==> config.mk <==
export PLATFORM = sky130hd
export DESIGN_NAME = spi_target
export DESIGN_NICKNAME = d
export VERILOG_FILES = /design/src/rtl/spi_target_pkg.sv /design/src/rtl/spi_target_rx_fifo.sv /design/src/rtl/spi_target.sv
export SDC_FILE = /design/constraint.sdc
export NUM_CORES = 1
export LEC_CHECK = 0
export BUFFER_PORTS_ARGS = -buffer_cell sky130_fd_sc_hd__buf_2
export CORE_ASPECT_RATIO = 1.5
export CORE_UTILIZATION = 40
export DETAILED_ROUTE_END_ITERATION = 6
export HOLD_SLACK_MARGIN = 0.02
export PLACE_DENSITY_LB_ADDON = 0.2
export RECOVER_POWER = 25
export SLEW_MARGIN = 40
export SYNTH_ARGS = -nofsm -noshare
export SYNTH_HDL_FRONTEND = slang
export SYNTH_SLANG_ARGS = --single-unit
==> constraint.sdc <==
create_clock -name clk_i -period 4.2 [get_ports clk_i]
set_clock_uncertainty 0.15 [all_clocks]
set_input_delay 0 -clock clk_i [delete_from_list [all_inputs] [get_ports clk_i]]
set_output_delay 0 -clock clk_i [all_outputs]
set_load 0.005 [all_outputs]
==> src/rtl/spi_target_pkg.sv <==
// Shared constants and types for the SPI target.
// Holds the byte width, FSM state encoding and synchroniser depth.
package spi_target_pkg;

    localparam int unsigned SpiByteW = 8;
    localparam int unsigned SyncStages = 2;

    typedef enum logic {
        StIdle,
        StActive
    } spi_state_e;

endpackage

==> src/rtl/spi_target_rx_fifo.sv <==
// Synchronous RX FIFO for received SPI bytes.
// Ports: wvalid/wdata push, full; rvalid/rready/rdata pop; level occupancy.
module spi_target_rx_fifo
    import spi_target_pkg::*;
#(
    parameter int unsigned Depth = 8,
    localparam int unsigned AW = $clog2(Depth),
    localparam int unsigned PW = AW + 1
) (
    input  logic                clk,
    input  logic                rst_n,
    input  logic                wvalid,
    input  logic [SpiByteW-1:0] wdata,
    output logic                full,
    output logic                rvalid,
    input  logic                rready,
    output logic [SpiByteW-1:0] rdata,
    output logic [PW-1:0]       level
);

    logic [SpiByteW-1:0] mem [Depth];
    logic [PW-1:0] wptr_q;
    logic [PW-1:0] rptr_q;
    logic          do_push;
    logic          do_pop;

    // Pointer MSBs differ only when the FIFO has wrapped a full lap.
    assign full = (wptr_q[AW] != rptr_q[AW]) &&
                  (wptr_q[AW-1:0] == rptr_q[AW-1:0]);
    assign rvalid = (wptr_q != rptr_q);
    assign level = wptr_q - rptr_q;
    assign rdata = rvalid ? mem[rptr_q[AW-1:0]] : '0;

    // A pop in the same cycle frees the slot, so a push into a full FIFO
    // is still accepted.
    assign do_pop = rready && rvalid;
    assign do_push = wvalid && (!full || rready);

    always_ff @(posedge clk or negedge rst_n) begin
        if (!rst_n) begin
            wptr_q <= '0;
            rptr_q <= '0;
        end else begin
            if (do_push) begin
                wptr_q <= wptr_q + 1'b1;
            end
            if (do_pop) begin
                rptr_q <= rptr_q + 1'b1;
            end
        end
    end

    always_ff @(posedge clk) begin
        if (do_push) begin
            mem[wptr_q[AW-1:0]] <= wdata;
        end
    end

endmodule

==> src/rtl/spi_target.sv <==
// SPI mode-0 target with oversampled pins, RX FIFO and TX byte handshake.
// Ports: spi_* pins, rx_* FIFO read side, tx_* byte input, overflow/abort flags.
module spi_target
    import spi_target_pkg::*;
#(
    parameter int unsigned RxFifoDepth = 8,
    parameter logic [SpiByteW-1:0] TxIdleByte = 8'hFF
) (
    input  logic                       clk_i,
    input  logic                       rst_ni,
    input  logic                       spi_sck_i,
    input  logic                       spi_cs_ni,
    input  logic                       spi_copi_i,
    output logic                       spi_cipo_o,
    output logic                       spi_cipo_en_o,
    output logic [SpiByteW-1:0]        rx_data_o,
    output logic                       rx_valid_o,
    input  logic                       rx_ready_i,
    input  logic [SpiByteW-1:0]        tx_data_i,
    input  logic                       tx_valid_i,
    output logic                       tx_ready_o,
    output logic                       overflow_o,
    input  logic                       overflow_clr_i,
    output logic                       abort_o,
    output logic [$clog2(RxFifoDepth):0] rx_level_o
);

    logic [SyncStages-1:0] sck_ff;
    logic [SyncStages-1:0] cs_ff;
    logic [SyncStages-1:0] copi_ff;
    logic sck_sync;
    logic cs_sync;
    logic copi_sync;
    logic sck_q;
    logic cs_q;
    logic sck_rise;
    logic sck_fall;
    logic cs_rise;
    logic cs_fall;

    spi_state_e state_q;
    spi_state_e state_d;

    logic [2:0]          bit_cnt_q;
    logic [SpiByteW-1:0] tx_shift_q;
    logic [SpiByteW-2:0] rx_shift_q;
    logic [SpiByteW-1:0] rx_byte;

    logic tx_load;
    logic tx_shift_en;
    logic rx_en;
    logic frame_end;
    logic rx_push;
    logic fifo_full;

    // Pin synchronisers; reset values match an idle, deselected bus.
    always_ff @(posedge clk_i or negedge rst_ni) begin
        if (!rst_ni) begin
            sck_ff <= '0;
            cs_ff <= '1;
            copi_ff <= '0;
            sck_q <= 1'b0;
            cs_q <= 1'b1;
        end else begin
            sck_ff <= {sck_ff[SyncStages-2:0], spi_sck_i};
            cs_ff <= {cs_ff[SyncStages-2:0], spi_cs_ni};
            copi_ff <= {copi_ff[SyncStages-2:0], spi_copi_i};
            sck_q <= sck_sync;
            cs_q <= cs_sync;
        end
    end

    assign sck_sync = sck_ff[SyncStages-1];
    assign cs_sync = cs_ff[SyncStages-1];
    assign copi_sync = copi_ff[SyncStages-1];

    assign sck_rise = sck_sync && !sck_q;
    assign sck_fall = !sck_sync && sck_q;
    assign cs_rise = cs_sync && !cs_q;
    assign cs_fall = !cs_sync && cs_q;

    always_ff @(posedge clk_i or negedge rst_ni) begin
        if (!rst_ni) begin
            state_q <= StIdle;
        end else begin
            state_q <= state_d;
        end
    end

    always_comb begin
        state_d = state_q;
        unique case (state_q)
            StIdle: begin
                if (cs_fall) begin
                    state_d = StActive;
                end
            end
            StActive: begin
                if (cs_rise) begin
                    state_d = StIdle;
                end
            end
            default: state_d = StIdle;
        endcase
    end

    // A CS rise masks any SCK edge seen in the same cycle.
    always_comb begin
        tx_load = 1'b0;
        tx_shift_en = 1'b0;
        rx_en = 1'b0;
        frame_end = 1'b0;
        unique case (state_q)
            StIdle: begin
                tx_load = cs_fall;
            end
            StActive: begin
                if (cs_rise) begin
                    frame_end = 1'b1;
                end else if (sck_rise) begin
                    rx_en = 1'b1;
                end else if (sck_fall) begin
                    if (bit_cnt_q == 3'd0) begin
                        tx_load = 1'b1;
                    end else begin
                        tx_shift_en = 1'b1;
                    end
                end
            end
            default: ;
        endcase
    end

    assign rx_byte = {rx_shift_q, copi_sync};
    assign rx_push = rx_en && (bit_cnt_q == 3'd7);
    assign tx_ready_o = tx_load && tx_valid_i;
    assign abort_o = frame_end && (bit_cnt_q != 3'd0);

    always_ff @(posedge clk_i or negedge rst_ni) begin
        if (!rst_ni) begin
            bit_cnt_q <= '0;
            tx_shift_q <= TxIdleByte;
            rx_shift_q <= '0;
        end else begin
            if (tx_load) begin
                tx_shift_q <= tx_valid_i ? tx_data_i : TxIdleByte;
            end else if (tx_shift_en) begin
                tx_shift_q <= {tx_shift_q[SpiByteW-2:0], 1'b0};
            end else if (frame_end) begin
                tx_shift_q <= TxIdleByte;
            end

            if (frame_end || (state_q == StIdle && cs_fall)) begin
                bit_cnt_q <= '0;
                rx_shift_q <= '0;
            end else if (rx_en) begin
                bit_cnt_q <= bit_cnt_q + 3'd1;
                rx_shift_q <= rx_byte[SpiByteW-2:0];
            end
        end
    end

    // Setting the flag beats a same-cycle clear.
    always_ff @(posedge clk_i or negedge rst_ni) begin
        if (!rst_ni) begin
            overflow_o <= 1'b0;
        end else if (rx_push && fifo_full && !rx_ready_i) begin
            overflow_o <= 1'b1;
        end else if (overflow_clr_i) begin
            overflow_o <= 1'b0;
        end
    end

    assign spi_cipo_o = tx_shift_q[SpiByteW-1];
    assign spi_cipo_en_o = !cs_sync;

    spi_target_rx_fifo #(
        .Depth(RxFifoDepth)
    ) u_rx_fifo (
        .clk(clk_i),
        .rst_n(rst_ni),
        .wvalid(rx_push),
        .wdata(rx_byte),
        .full(fifo_full),
        .rvalid(rx_valid_o),
        .rready(rx_ready_i),
        .rdata(rx_data_o),
        .level(rx_level_o)
    );

endmodule

Yosys cells after proc, flatten, opt, wreduce, memory -nomap -nowiden
Memory sizes are Yosys's and may differ from the RTL's.
Index checks and enable logic that the tools add are counted.
- bits in registers: 36
- bits in writable memories: 64
- bits of input ports: 16
- word-level logic and storage cells: 79
- memories kept: 1
- $add $sub $neg: 4
- equal/unequal tests: 4
- multiplexer cells: 31
- bitwise logic cells: 1
- reduce and logical (&&, ||, !) cells: 26
- memories (name ; depth ; bits a word ; read ports ; clocked after memory_dff ; wr ports ; RTL line ; text):
    u_rx_fifo.mem ; 8 ; 8 ; 1 ; 0 ; 1 ; spi_target_rx_fifo.sv:21 ; logic [SpiByteW-1:0] mem [Depth];
- operators with widths (operator ; count):
    $mux W8 ; 5
    $mux W1 ; 20
    $mux W7 ; 2
    $logic_and A1 B1 Y1 ; 13
    $add A4 B1 Y4 const B ; 2
    $logic_not A1 Y1 ; 6
    $mux W3 ; 2
    $reduce_bool A3 Y1 ; 2
    $ne A4 B4 Y1 ; 1
    $pmux W1 S2 ; 2
    $reduce_bool A2 Y1 ; 2
    $sub A4 B4 Y4 ; 1
    $add A3 B1 Y3 const B ; 1
    $eq A3 B3 Y1 ; 1
    $eq A3 B3 Y1 const B ; 1
    $logic_not A3 Y1 ; 1
    $logic_or A1 B1 Y1 ; 2
    $ne A1 B1 Y1 ; 1
    $not A1 Y1 ; 1

Longest topological paths before layout
Gate-level depths: netlist of the first run.
- depth after elaboration: 9
- gate-level depth with buffers: 9
- mapped depth without buffers: 6

Hierarchy
Synthesis of the first run repeated with hierarchy kept, for this count alone.
- cells, all modules: 292
- area, all modules: 4327.9 sq um
- by module, submodules not included (module ; times used ; cells an instance ; area each (sq um) ; seq. area each (sq um)):
    spi_target_rx_fifo ; 1 ; 189 ; 3039.2 ; 2122.0
    spi_target ; 1 ; 103 ; 1288.7 ; 714.4

Worst setup path after synthesis of the first run
OpenSTA, ideal clock, no wires.
- kind: register -> register
- start: reg u_rx_fifo.rptr_q[1]
- end: mem u_rx_fifo.mem[0][0], enable pin
- library setup time: 0.395 ns
- data arrival time: 2.513 ns
- required time: 3.655 ns
- path slack: 1.143 ns
- stages on the path, launching flop included: 9
- path buffers: 2
- clock period less this slack: 3.057 ns
- path through: dfrtp_1 buf_2 buf_1 inv_1 ha_1 nand3_1 or3_1 nand3_2 nor4_1
- word-level cells in the longest chain between the ends: 7
- ends and longest elaborated chain (item ; RTL line ; text):
    start, declared ; spi_target_rx_fifo.sv:23 ; logic [PW-1:0] rptr_q;
    start signal, assigned ; spi_target_rx_fifo.sv:48 ; rptr_q <= rptr_q + 1'b1;
    $eq A3 B3 Y1 ; spi_target_rx_fifo.sv:29 ; (wptr_q[AW-1:0] == rptr_q[AW-1:0]);
    $logic_and A1 B1 Y1 ; spi_target_rx_fifo.sv:28 ; assign full = (wptr_q[AW] != rptr_q[AW]) &&
    $logic_not A1 Y1 ; spi_target_rx_fifo.sv:37 ; assign do_push = wvalid && (!full || rready);
    $logic_or A1 B1 Y1 ; spi_target_rx_fifo.sv:37 ;
    $logic_and A1 B1 Y1 ; spi_target_rx_fifo.sv:37 ;
    $mux W1 ; spi_target_rx_fifo.sv:54 ; if (do_push) begin
    $mux W1 (not written as such) ; spi_target_rx_fifo.sv:55 ; mem[wptr_q[AW-1:0]] <= wdata;
    end, declared ; spi_target_rx_fifo.sv:21 ;
No other way between the ends.

Worst setup path after layout of the first run
- start: reg u_rx_fifo.rptr_q[2]
- end: mem u_rx_fifo.mem[3][5], enable pin
Same word-level chain as after synthesis.

==> run summary, run 1 <==
Setup TNS -> 0 ns
Power, Total -> 2.67 mW
Overall routed net length -> 8320 um
RSZ-0062 raised after global routing -> no
First-pass GRT wire length -> 13600 um
Multi-input gate area -> 0.00124 sq mm
Clock slew at reported path FFs -> 0.07 ns
CP Class -> reg2reg
Worst Hold Endpoint -> copi_ff[0]$_DFF_PN0_
Post-Synthesis Cells -> 257
GRT met2 Usage -> 0.303
Tot GR Track Use -> 0.171
Met1 Use GR -> 0.199
Die span in y -> 127 um
Most frequent cells in the layout -> edfxtp_1, buf_2, dlygate4sd3_1
P per Cell Area -> 529 mW/mm^2
Distinct cells, synth -> 46
Layout cells sized above 1 -> 0.269
DP HPWL -> 5650 um
NumNets Final -> 347
Leak Pwr -> 1.96 nW
Via Count -> 2381
Layout area overhead -> 20.5%
Critical path's top delay family -> simple AND/OR/NAND/NOR gates
Status -> completed
Avg Vias per Cell -> 5.36
Die Footprint -> 0.0109 sq mm
Die X -> 85.5 um
Antenna diodes -> 0
Register area share after synthesis -> 0.679
CTS sink cnt -> 100
Worst setup margin -> 1.30 ns
Final setup fails -> 0
Fill cells -> 887
Max cap viols -> 0
Routing usage on met3 -> 0.0413
Clock root buffer -> clkbuf_16
Worst R2R Setup Slack -> 1.30 ns
Slew headroom -> 0.556
GRT busiest layer -> met2
Top_reg_cell synth -> edfxtp_1
Largest net degree at the start of global routing -> 31
Post-cts gate resize count -> 0
CTS tree -> built
CP Cell Sequence -> clkinv_1 > ha_1 > nand3_1 > or3_1 > nand4_1 > nor2_1
Max incr delay on CP -> 0.57 ns
Critical path arrival -> 2.71 ns
FF-to-FF path depth -> 6
First DRT Iteration DRCs -> 168
Post-route ant nets -> 0
Core area -> 0.0101 sq mm
Reg2Reg Capture Point -> u_rx_fifo.mem[3][5]$_DFFE_PP_
Yosys warnings -> 0
Final Hold Fails -> 0
Boundary Pins -> 34
IO buf count -> 33
Syn nets -> 282
Longest Clk Path Bufs -> 2
Vias in the first global route -> 2537
Register area -> 0.00284 sq mm
Crit path required time -> 4.02 ns
Max H-tree Level -> 3
Initial antenna violation count -> 0
Worst r2r src -> u_rx_fifo.rptr_q[2]$_DFFE_PN0P_
Crit path max-delay cell type -> nor2_1
Clock latency on the worst-skew pair -> 0.33 ns
VDD IR max -> 311 uV
Most common cell after layout, fill and taps aside -> edfxtp_1
Rows -> 45
Slew Limit Fails -> 0
Startpoint types -> flip-flop
Final worst-path cycle share -> 0.689
Residual DRC -> 0
Mean routed wirelength per cell -> 18.7 um
Syn avg cell area -> 16.3 sq um
Worst hold path startpoint -> spi_copi_i
HP Class -> in2reg
CTS buffer count -> 9
Dpl ws -> 1.28 ns
Hold Crit Depth -> 2
Fmax -> 345 MHz
TritonRoute pass-1 iters -> 4
Number of synthesized flops with an enable pin -> 64
Starting Density -> 0.412
Seq cells post-synth -> 100
Min Tclk post-route -> 2.90 ns
Worst-Margin Slew -> 0.664 ns
GPL Wtd Cong -> 0.779
Async set-or-reset flop fraction in the synthesized netlist -> 0.360
CP Max Fanout -> 11
Gr ovfl total -> 0
CP endpoint kind -> flip-flop
Critical path buffer and inverter count -> 1
Synthesized area -> 0.00418 sq mm
## per-stage QoR
step / area, sq um / instances / hold WS (ns) / util
floorplan: 4180 / 257 / -0.446 / -
global placement: 4480 / 403 / -0.0417 / 0.442
detailed placement: 4490 / 403 / -0.159 / 0.443
CTS: 5040 / 444 / 0.145 / 0.497
global route: 5040 / 444 / 0.151 / 0.497
finish: 5040 / 444 / 0.162 / 0.497
## per-layer routing
layer / routed length, um / share of wire
met1: 3330 / 0.40
met2: 4530 / 0.55
met3: 279 / 0.034
met4: 170 / 0.020
met5: 0 / 0
## where the power goes
part	internal (mW)	leakage, nW	switching [mW]
logic	0.354	0.764	0.304
clock network	0.465	0.144	0.345
registers	1.11	1.05	0.0893
total	1.93	1.96	0.738
## synthesized netlist by cell type, types with 2 or more instances
cell type / n / area share
a2bb2oi_1: 5 / 0.010
clkbuf_1: 3 / 0.0027
nor2b_1: 5 / 0.0075
inv_1: 11 / 0.0099
mux4_2: 16 / 0.086
buf_4: 2 / 0.0036
a22o_1: 9 / 0.019
o221a_2: 2 / 0.0054
edfxtp_1: 64 / 0.46
buf_2: 3 / 0.0036
mux2_1: 3 / 0.0081
a21oi_1: 14 / 0.017
dfrtp_1: 25 / 0.15
dfstp_2: 11 / 0.069
nand2_1: 19 / 0.017
nand3b_1: 5 / 0.0090
nand4_1: 3 / 0.0045
and4_1: 2 / 0.0042
and3_1: 3 / 0.0045
nand3_1: 3 / 0.0036
ha_1: 8 / 0.024
nor2_1: 2 / 0.0018
nor3_1: 4 / 0.0048
xnor2_1: 8 / 0.017
nand2b_1: 6 / 0.0090
## cell type report
class / count / share of cell area
multi-input combinational: 134 / 0.247
clock inverter: 5 / 0.0122
clock buffer: 11 / 0.0462
sequential: 100 / 0.563
tap: 117 / 0.0291
inverter: 13 / 0.00994
timing repair buffer: 64 / 0.0919
## worst max path at each step
stage / start / end / slack (ns) / depth (start not counted)
6_report: u_rx_fifo.rptr_q[2]$_DFFE_PN0P_ / u_rx_fifo.mem[3][5]$_DFFE_PP_ / 1.30 / 6
5_1_grt: u_rx_fifo.rptr_q[2]$_DFFE_PN0P_ / u_rx_fifo.mem[3][5]$_DFFE_PP_ / 1.07 / 6
4_1_cts: u_rx_fifo.rptr_q[2]$_DFFE_PN0P_ / u_rx_fifo.mem[3][5]$_DFFE_PP_ / 1.26 / 6
3_5_place_dp: u_rx_fifo.rptr_q[2]$_DFFE_PN0P_ / u_rx_fifo.mem[3][1]$_DFFE_PP_ / 1.28 / 6
3_3_place_gp: u_rx_fifo.rptr_q[1]$_DFFE_PN0P_ / u_rx_fifo.mem[7][5]$_DFFE_PP_ / 1.25 / 5
2_1_floorplan: u_rx_fifo.rptr_q[1]$_DFFE_PN0P_ / u_rx_fifo.mem[0][0]$_DFFE_PP_ / 1.14 / 8
## registers in the layout, summed over array words and instances (netlist names)
signal / cells
u_rx_fifo.mem: 64
tx_shift_q: 8
rx_shift_q: 7
u_rx_fifo.rptr_q: 4
u_rx_fifo.wptr_q: 4
bit_cnt_q: 3
copi_ff: 2
cs_ff: 2
sck_ff: 2
cs_q: 1
overflow_o: 1
sck_q: 1
state_q: 1
## logic make-up (layout without fill, tap and decap cells)
group / after synthesis / in the layout / synth area share
flip-flops: 100 / 100 / 0.679
buffers and inverters: 23 / 93 / 0.0254
AND/OR/NAND/NOR: 58 / 58 / 0.0814
XOR/XNOR: 9 / 9 / 0.0189
adder cells (fa/ha/maj): 10 / 10 / 0.0311
AO/OA/AOI/OAI: 38 / 38 / 0.0701
multiplexers: 19 / 19 / 0.0943
## timing repair
action,in CTS,in global routing
buffers inserted,0,0
hold buffers,25,0
endpoints found under the hold margin,52,0
Note: power is estimated with default switching activity, not from simulation.
==> run 2, diff against run 1 <==
==> constraint.sdc (replaced) <==
create_clock -name clk_i -period 2.42 [get_ports clk_i]
set_clock_uncertainty 0.15 [all_clocks]
set_input_delay 0 -clock clk_i [delete_from_list [all_inputs] [get_ports clk_i]]
set_output_delay 0 -clock clk_i [all_outputs]
set_load 0.005 [all_outputs]
==> run 2 against run 1 <==
Against the previous run:
- flip-flop and latch count stayed put
- core utilization increased by 1.8 points
- combinational power rose by 110%
- power increased by 83%
- via count increased by 0.80%
- largest power group unchanged
- sequential share of layout area decreased by 2.0 points
- clock-buffer cell count decreased by 2
- sequential power up 65%
- register-to-register slack got worse by 1.2 ns
- global-route usage grew 0.26 points
- cell count rose by 2.5%
- die area unchanged
==> run summary, run 2 (synthesis results as in run 1) <==
Final Non-Filler Cells -> 455
Slew headroom -> 0.416
Clock slew at reported path FFs -> 0.07 ns
Residual DRC -> 0
Area post-placement -> 0.00464 sq mm
Critical path arrival -> 2.40 ns
Max cap viols -> 0
TritonRoute pass-1 iters -> 4
Worst r2r src -> bit_cnt_q[0]$_DFFE_PN0P_
First-pass GRT wire length -> 13700 um
Min Tclk post-route -> 2.28 ns
Mean routed wirelength per cell -> 18.2 um
Layout Cell Area excl Fill -> 0.00522 sq mm
NumNets Final -> 358
Layout area overhead -> 24.9%
Overall routed net length -> 8290 um
Fmax -> 438 MHz
VDD IR max -> 458 uV
Critical path depth in cells -> 7
P per Cell Area -> 936 mW/mm^2
Core area -> 0.0101 sq mm
Worst-Margin Slew -> 0.877 ns
CP endpoint -> tx_shift_q[3]$_DFFE_PN1P_
Final worst-path cycle share -> 0.943
Rows -> 45
RSZ-0062 raised after global routing -> yes
DP HPWL -> 5620 um
Clock latency on the worst-skew pair -> 0.34 ns
Crit path required time -> 2.54 ns
Die span in y -> 127 um
Worst R2R Setup Slack -> 0.14 ns
CP endpoint kind -> flip-flop
Setup TNS -> 0 ns
Max H-tree Level -> 3
Critical path's top delay family -> compound AO/OA/AOI/OAI gates
Crit path max-delay cell type -> dlygate4sd3_1
Multi-input gate area -> 0.00132 sq mm
Hold slack -> 0.151 ns
FF-to-FF path depth -> 7
CTS buffer count -> 9
First DRT Iteration DRCs -> 126
Boundary Pins -> 34
Initial antenna violation count -> 0
Most common cell after layout, fill and taps aside -> edfxtp_1
Longest Clk Path Bufs -> 2
Post-route ant nets -> 0
Tot GR Track Use -> 0.174
CP Cell Sequence -> inv_1 > ha_1 > and3b_1 > a221o_1 > a21oi_1 > a2bb2oi_1 > dlygate4sd3_1
Largest register FFs -> 64
Placed cells -> 413
Register area -> 0.00284 sq mm
Largest net degree at the start of global routing -> 37
Status -> completed
Via Count -> 2400
CTS tree -> built
Avg Vias per Cell -> 5.27
Die X -> 85.5 um
Final setup fails -> 0
CTS sink cnt -> 100
Reg2Reg Capture Point -> tx_shift_q[3]$_DFFE_PN1P_
Die Footprint -> 0.0109 sq mm
Critical path buffer and inverter count -> 2
Gr ovfl total -> 0
Startpoint types -> flip-flop
CP Class -> reg2reg
Layout cells sized above 1 -> 0.317
HP Class -> in2async
CP Max Fanout -> 6
Final core utilization -> 0.515
IO buf count -> 33
GPL Wtd Cong -> 0.787
Antenna diodes -> 0
Fill cells -> 837
Starting Density -> 0.412
Leak Pwr -> 2.04 nW
Vias in the first global route -> 2560
Most frequent cells in the layout -> edfxtp_1, buf_2, dfrtp_1
Worst Setup SP -> bit_cnt_q[0]$_DFFE_PN0P_
Final Hold Fails -> 0
Max incr delay on CP -> 0.56 ns
Slew Limit Fails -> 0
Clock root buffer -> clkbuf_16
run 2: cell types whose count changed in the layout (fill, tap and decap cells not counted), sizes merged:
cell         delta
buf            +12
dlygate4sd3     -2
bufinv          +1
clkbuf          -1
clkinv          +1
run 2: how the worst min path moves through the flow:
| stage | from | cells after the start | slack [ns] | endpoint |
|---|---|---|---|---|
| 6_report | rst_ni | 2 | 0.15 | bit_cnt_q[1]$_DFFE_PN0P_ |
| 4_1_cts | spi_cs_ni | 2 | 0.14 | cs_ff[0]$_DFF_PN1_ |
| 3_3_place_gp | spi_cs_ni | 1 | -0.04 | cs_ff[0]$_DFF_PN1_ |
| 3_5_place_dp | spi_cs_ni | 1 | -0.04 | cs_ff[0]$_DFF_PN1_ |
| 5_1_grt | spi_cs_ni | 2 | 0.14 | cs_ff[0]$_DFF_PN1_ |
| 2_1_floorplan | rst_ni | 0 | -0.45 | bit_cnt_q[0]$_DFFE_PN0P_ |
run 2: area by class of cell:
class | instances | area share
clock inverters | 7 | 0.0170
clock buffers | 9 | 0.0431
inverters | 13 | 0.00983
multi-input cells | 134 | 0.253
well taps | 117 | 0.0280
repair buffers | 75 | 0.105
flip-flops and latches | 100 | 0.543
run 2: stage by stage:
stage | total power [mW] | setup slack [ns]
2_1_floorplan | 2.92 | 0.0456
6_report | 4.89 | 0.138
3_5_place_dp | 3.38 | 0.122
3_3_place_gp | 3.37 | 0.202
5_1_grt | 5.17 | -0.0417
4_1_cts | 4.96 | 0.107
run 2: power by group:
group	total (mW)	switching (mW)	leakage (nW)	internal, mW
clock network	1.50	0.603	0.153	0.900
registers	1.98	0.0610	1.05	1.92
logic	1.40	0.668	0.838	0.732
run 2: worst reg2reg max path, delay by kind of cell (launching register included):
kind	cells	cell delay, ns
flip-flops	1	0.38
adder cells (fa/ha/maj)	1	0.23
buffers and inverters	2	0.61
AO/OA/AOI/OAI	3	0.68
AND/OR/NAND/NOR	1	0.18
run 2: repair_timing:
item                                    4_1_cts  5_1_grt
setup buffers                                 0        3
gates resized for setup                       0        2
hold buffers                                 23        0
endpoints found under the setup margin        0       18
endpoints found under the hold margin        41        0
run 2: layer usage:
layer | up-vias | track usage | share of wire | routed length, um
met4 | 0 | 0.0873 | 0.028 | 229
met5 | - | 0 | 0 | 0
met2 | 51 | 0.304 | 0.56 | 4600
met1 | 1198 | 0.201 | 0.39 | 3240
li1 | 1137 | - | - | -
met3 | 14 | 0.0336 | 0.027 | 221
==> run 3, diff against run 2 <==
--- a/config.mk
+++ b/config.mk
@@ -11,7 +11,6 @@
 export DETAILED_ROUTE_END_ITERATION = 6
 export HOLD_SLACK_MARGIN = 0.02
 export PLACE_DENSITY_LB_ADDON = 0.2
-export RECOVER_POWER = 25
 export SLEW_MARGIN = 40
 export SYNTH_ARGS = -nofsm -noshare
 export SYNTH_HDL_FRONTEND = slang
==> run 3 against run 2 <==
Against the previous run:
- the run now ends with hold timing left
- largest power group unchanged
- final area barely moved
- global-route usage stayed put
- power hardly changed
- via count unchanged
- critical endpoint unchanged
- maximum frequency barely moved
- cell count unchanged
- critical path type unchanged
- sequential share of layout area about the same
- critical path depth unchanged
==> run summary, run 3 (synthesis results as in run 1) <==
Leak Pwr -> 2.04 nW
Max H-tree Level -> 3
Clock latency on the worst-skew pair -> 0.34 ns
Crit path required time -> 2.54 ns
Min Tclk post-route -> 2.28 ns
Mean routed wirelength per cell -> 18.2 um
Longest Clk Path Bufs -> 2
Initial antenna violation count -> 0
Via Count -> 2400
GPL Wtd Cong -> 0.787
Core area -> 0.0101 sq mm
CTS buffer count -> 9
Largest net degree at the start of global routing -> 37
NumNets Final -> 358
Hold slack -> -0.00936 ns
Rows -> 45
Most common cell after layout, fill and taps aside -> edfxtp_1
Area post-placement -> 0.00464 sq mm
Final setup fails -> 0
Critical path depth in cells -> 7
Worst setup margin -> 0.138 ns
Layout cells sized above 1 -> 0.320
Violated checks -> hold timing
Die span in y -> 127 um
Max cap viols -> 0
CP Max Fanout -> 6
Layout Cell Area excl Fill -> 0.00522 sq mm
CP Class -> reg2reg
Final worst-path cycle share -> 0.943
Die X -> 85.5 um
Antenna diodes -> 0
Worst R2R Setup Slack -> 0.14 ns
Most frequent cells in the layout -> edfxtp_1, buf_2, dfrtp_1
First DRT Iteration DRCs -> 126
Residual DRC -> 0
Status -> finished, violations left
TritonRoute pass-1 iters -> 4
Final Hold Fails -> 6
P per Cell Area -> 936 mW/mm^2
Boundary Pins -> 34
Dpl ws -> 0.122 ns
Vias in the first global route -> 2560
Layout area overhead -> 25.0%
First-pass GRT wire length -> 13700 um
Clock slew at reported path FFs -> 0.07 ns
Startpoint types -> flip-flop
CTS tree -> built
Avg Vias per Cell -> 5.27
HP Class -> in2async
Max incr delay on CP -> 0.56 ns
Worst-Margin Slew -> 0.742 ns
Slew Limit Fails -> 0
Fmax -> 438 MHz
Die Footprint -> 0.0109 sq mm
Critical path buffer and inverter count -> 2
Gr ovfl total -> 0
Crit path max-delay cell type -> dlygate4sd3_1
CTS sink cnt -> 100
Overall routed net length -> 8290 um
CP Cell Sequence -> inv_1 > ha_1 > and3b_1 > a221o_1 > a21oi_1 > a2bb2oi_1 > dlygate4sd3_1
Largest register FFs -> 64
Clock root buffer -> clkbuf_16
Setup TNS -> 0 ns
CP endpoint kind -> flip-flop
DP HPWL -> 5620 um
RSZ-0062 raised after global routing -> yes
Post-route ant nets -> 0
Starting Density -> 0.412
Slew headroom -> 0.503
Critical path arrival -> 2.40 ns
VDD IR max -> 458 uV
Tot GR Track Use -> 0.174
Critical path's top delay family -> compound AO/OA/AOI/OAI gates
IO buf count -> 33
FF-to-FF path depth -> 7
-- run 3: worst paths after layout --
path / start / to
worst max-delay path: bit_cnt_q[0]$_DFFE_PN0P_ / tx_shift_q[3]$_DFFE_PN1P_
worst min-delay path: rst_ni / bit_cnt_q[1]$_DFFE_PN0P_
worst max register to register: bit_cnt_q[0]$_DFFE_PN0P_ / tx_shift_q[3]$_DFFE_PN1P_
worst min register to register: copi_ff[0]$_DFF_PN0_ / copi_ff[1]$_DFF_PN0_
max in group asynchronous: rst_ni / cs_q$_DFF_PN1_
min in group clk_i: spi_cs_ni / cs_ff[0]$_DFF_PN1_
-- run 3: cell type report --
| cell class | count | area (sq um) |
|---|---|---|
| Tap cell | 117 | 146 |
| Multi-Input combinational cell | 134 | 1320 |
| Inverter | 13 | 51.3 |
| Sequential cell | 100 | 2840 |
| Timing Repair Buffer | 75 | 553 |
| Clock buffer | 9 | 225 |
| Clock inverter | 7 | 88.8 |
| Fill cell | 836 | 4910 |
-- run 3: per-layer routing --
layer,up-vias,wire (um),track usage
met5,-,0,0
met4,0,229,0.0873
met3,14,221,0.0336
met2,51,4600,0.304
met1,1198,3240,0.201
li1,1137,-,-
-- run 3: repair_timing --
item	in CTS	in global routing
hold endpoints to repair	41	0
gates resized for setup	0	2
endpoints found under the setup margin	0	18
buffers inserted	0	3
hold buffers	23	0
-- run 3: report_power, final --
part	total (mW)	leakage (nW)	internal [mW]	switching (mW)
combinational	1.40	0.839	0.732	0.668
sequential	1.98	1.05	1.92	0.0610
clock	1.50	0.153	0.900	0.603
total	4.89	2.04	3.56	1.33
-- run 3: stage by stage --
| stage | util | hold slack (ns) | total power, mW | instances |
|---|---|---|---|---|
| floorplan | - | -0.446 | 2.92 | 257 |
| global placement | 0.458 | -0.0430 | 3.37 | 413 |
| detailed placement | 0.458 | -0.0425 | 3.38 | 413 |
| CTS | 0.512 | 0.137 | 4.96 | 452 |
| global route | 0.515 | 0.0435 | 5.17 | 455 |
| finish | 0.515 | -0.00936 | 4.89 | 455 |
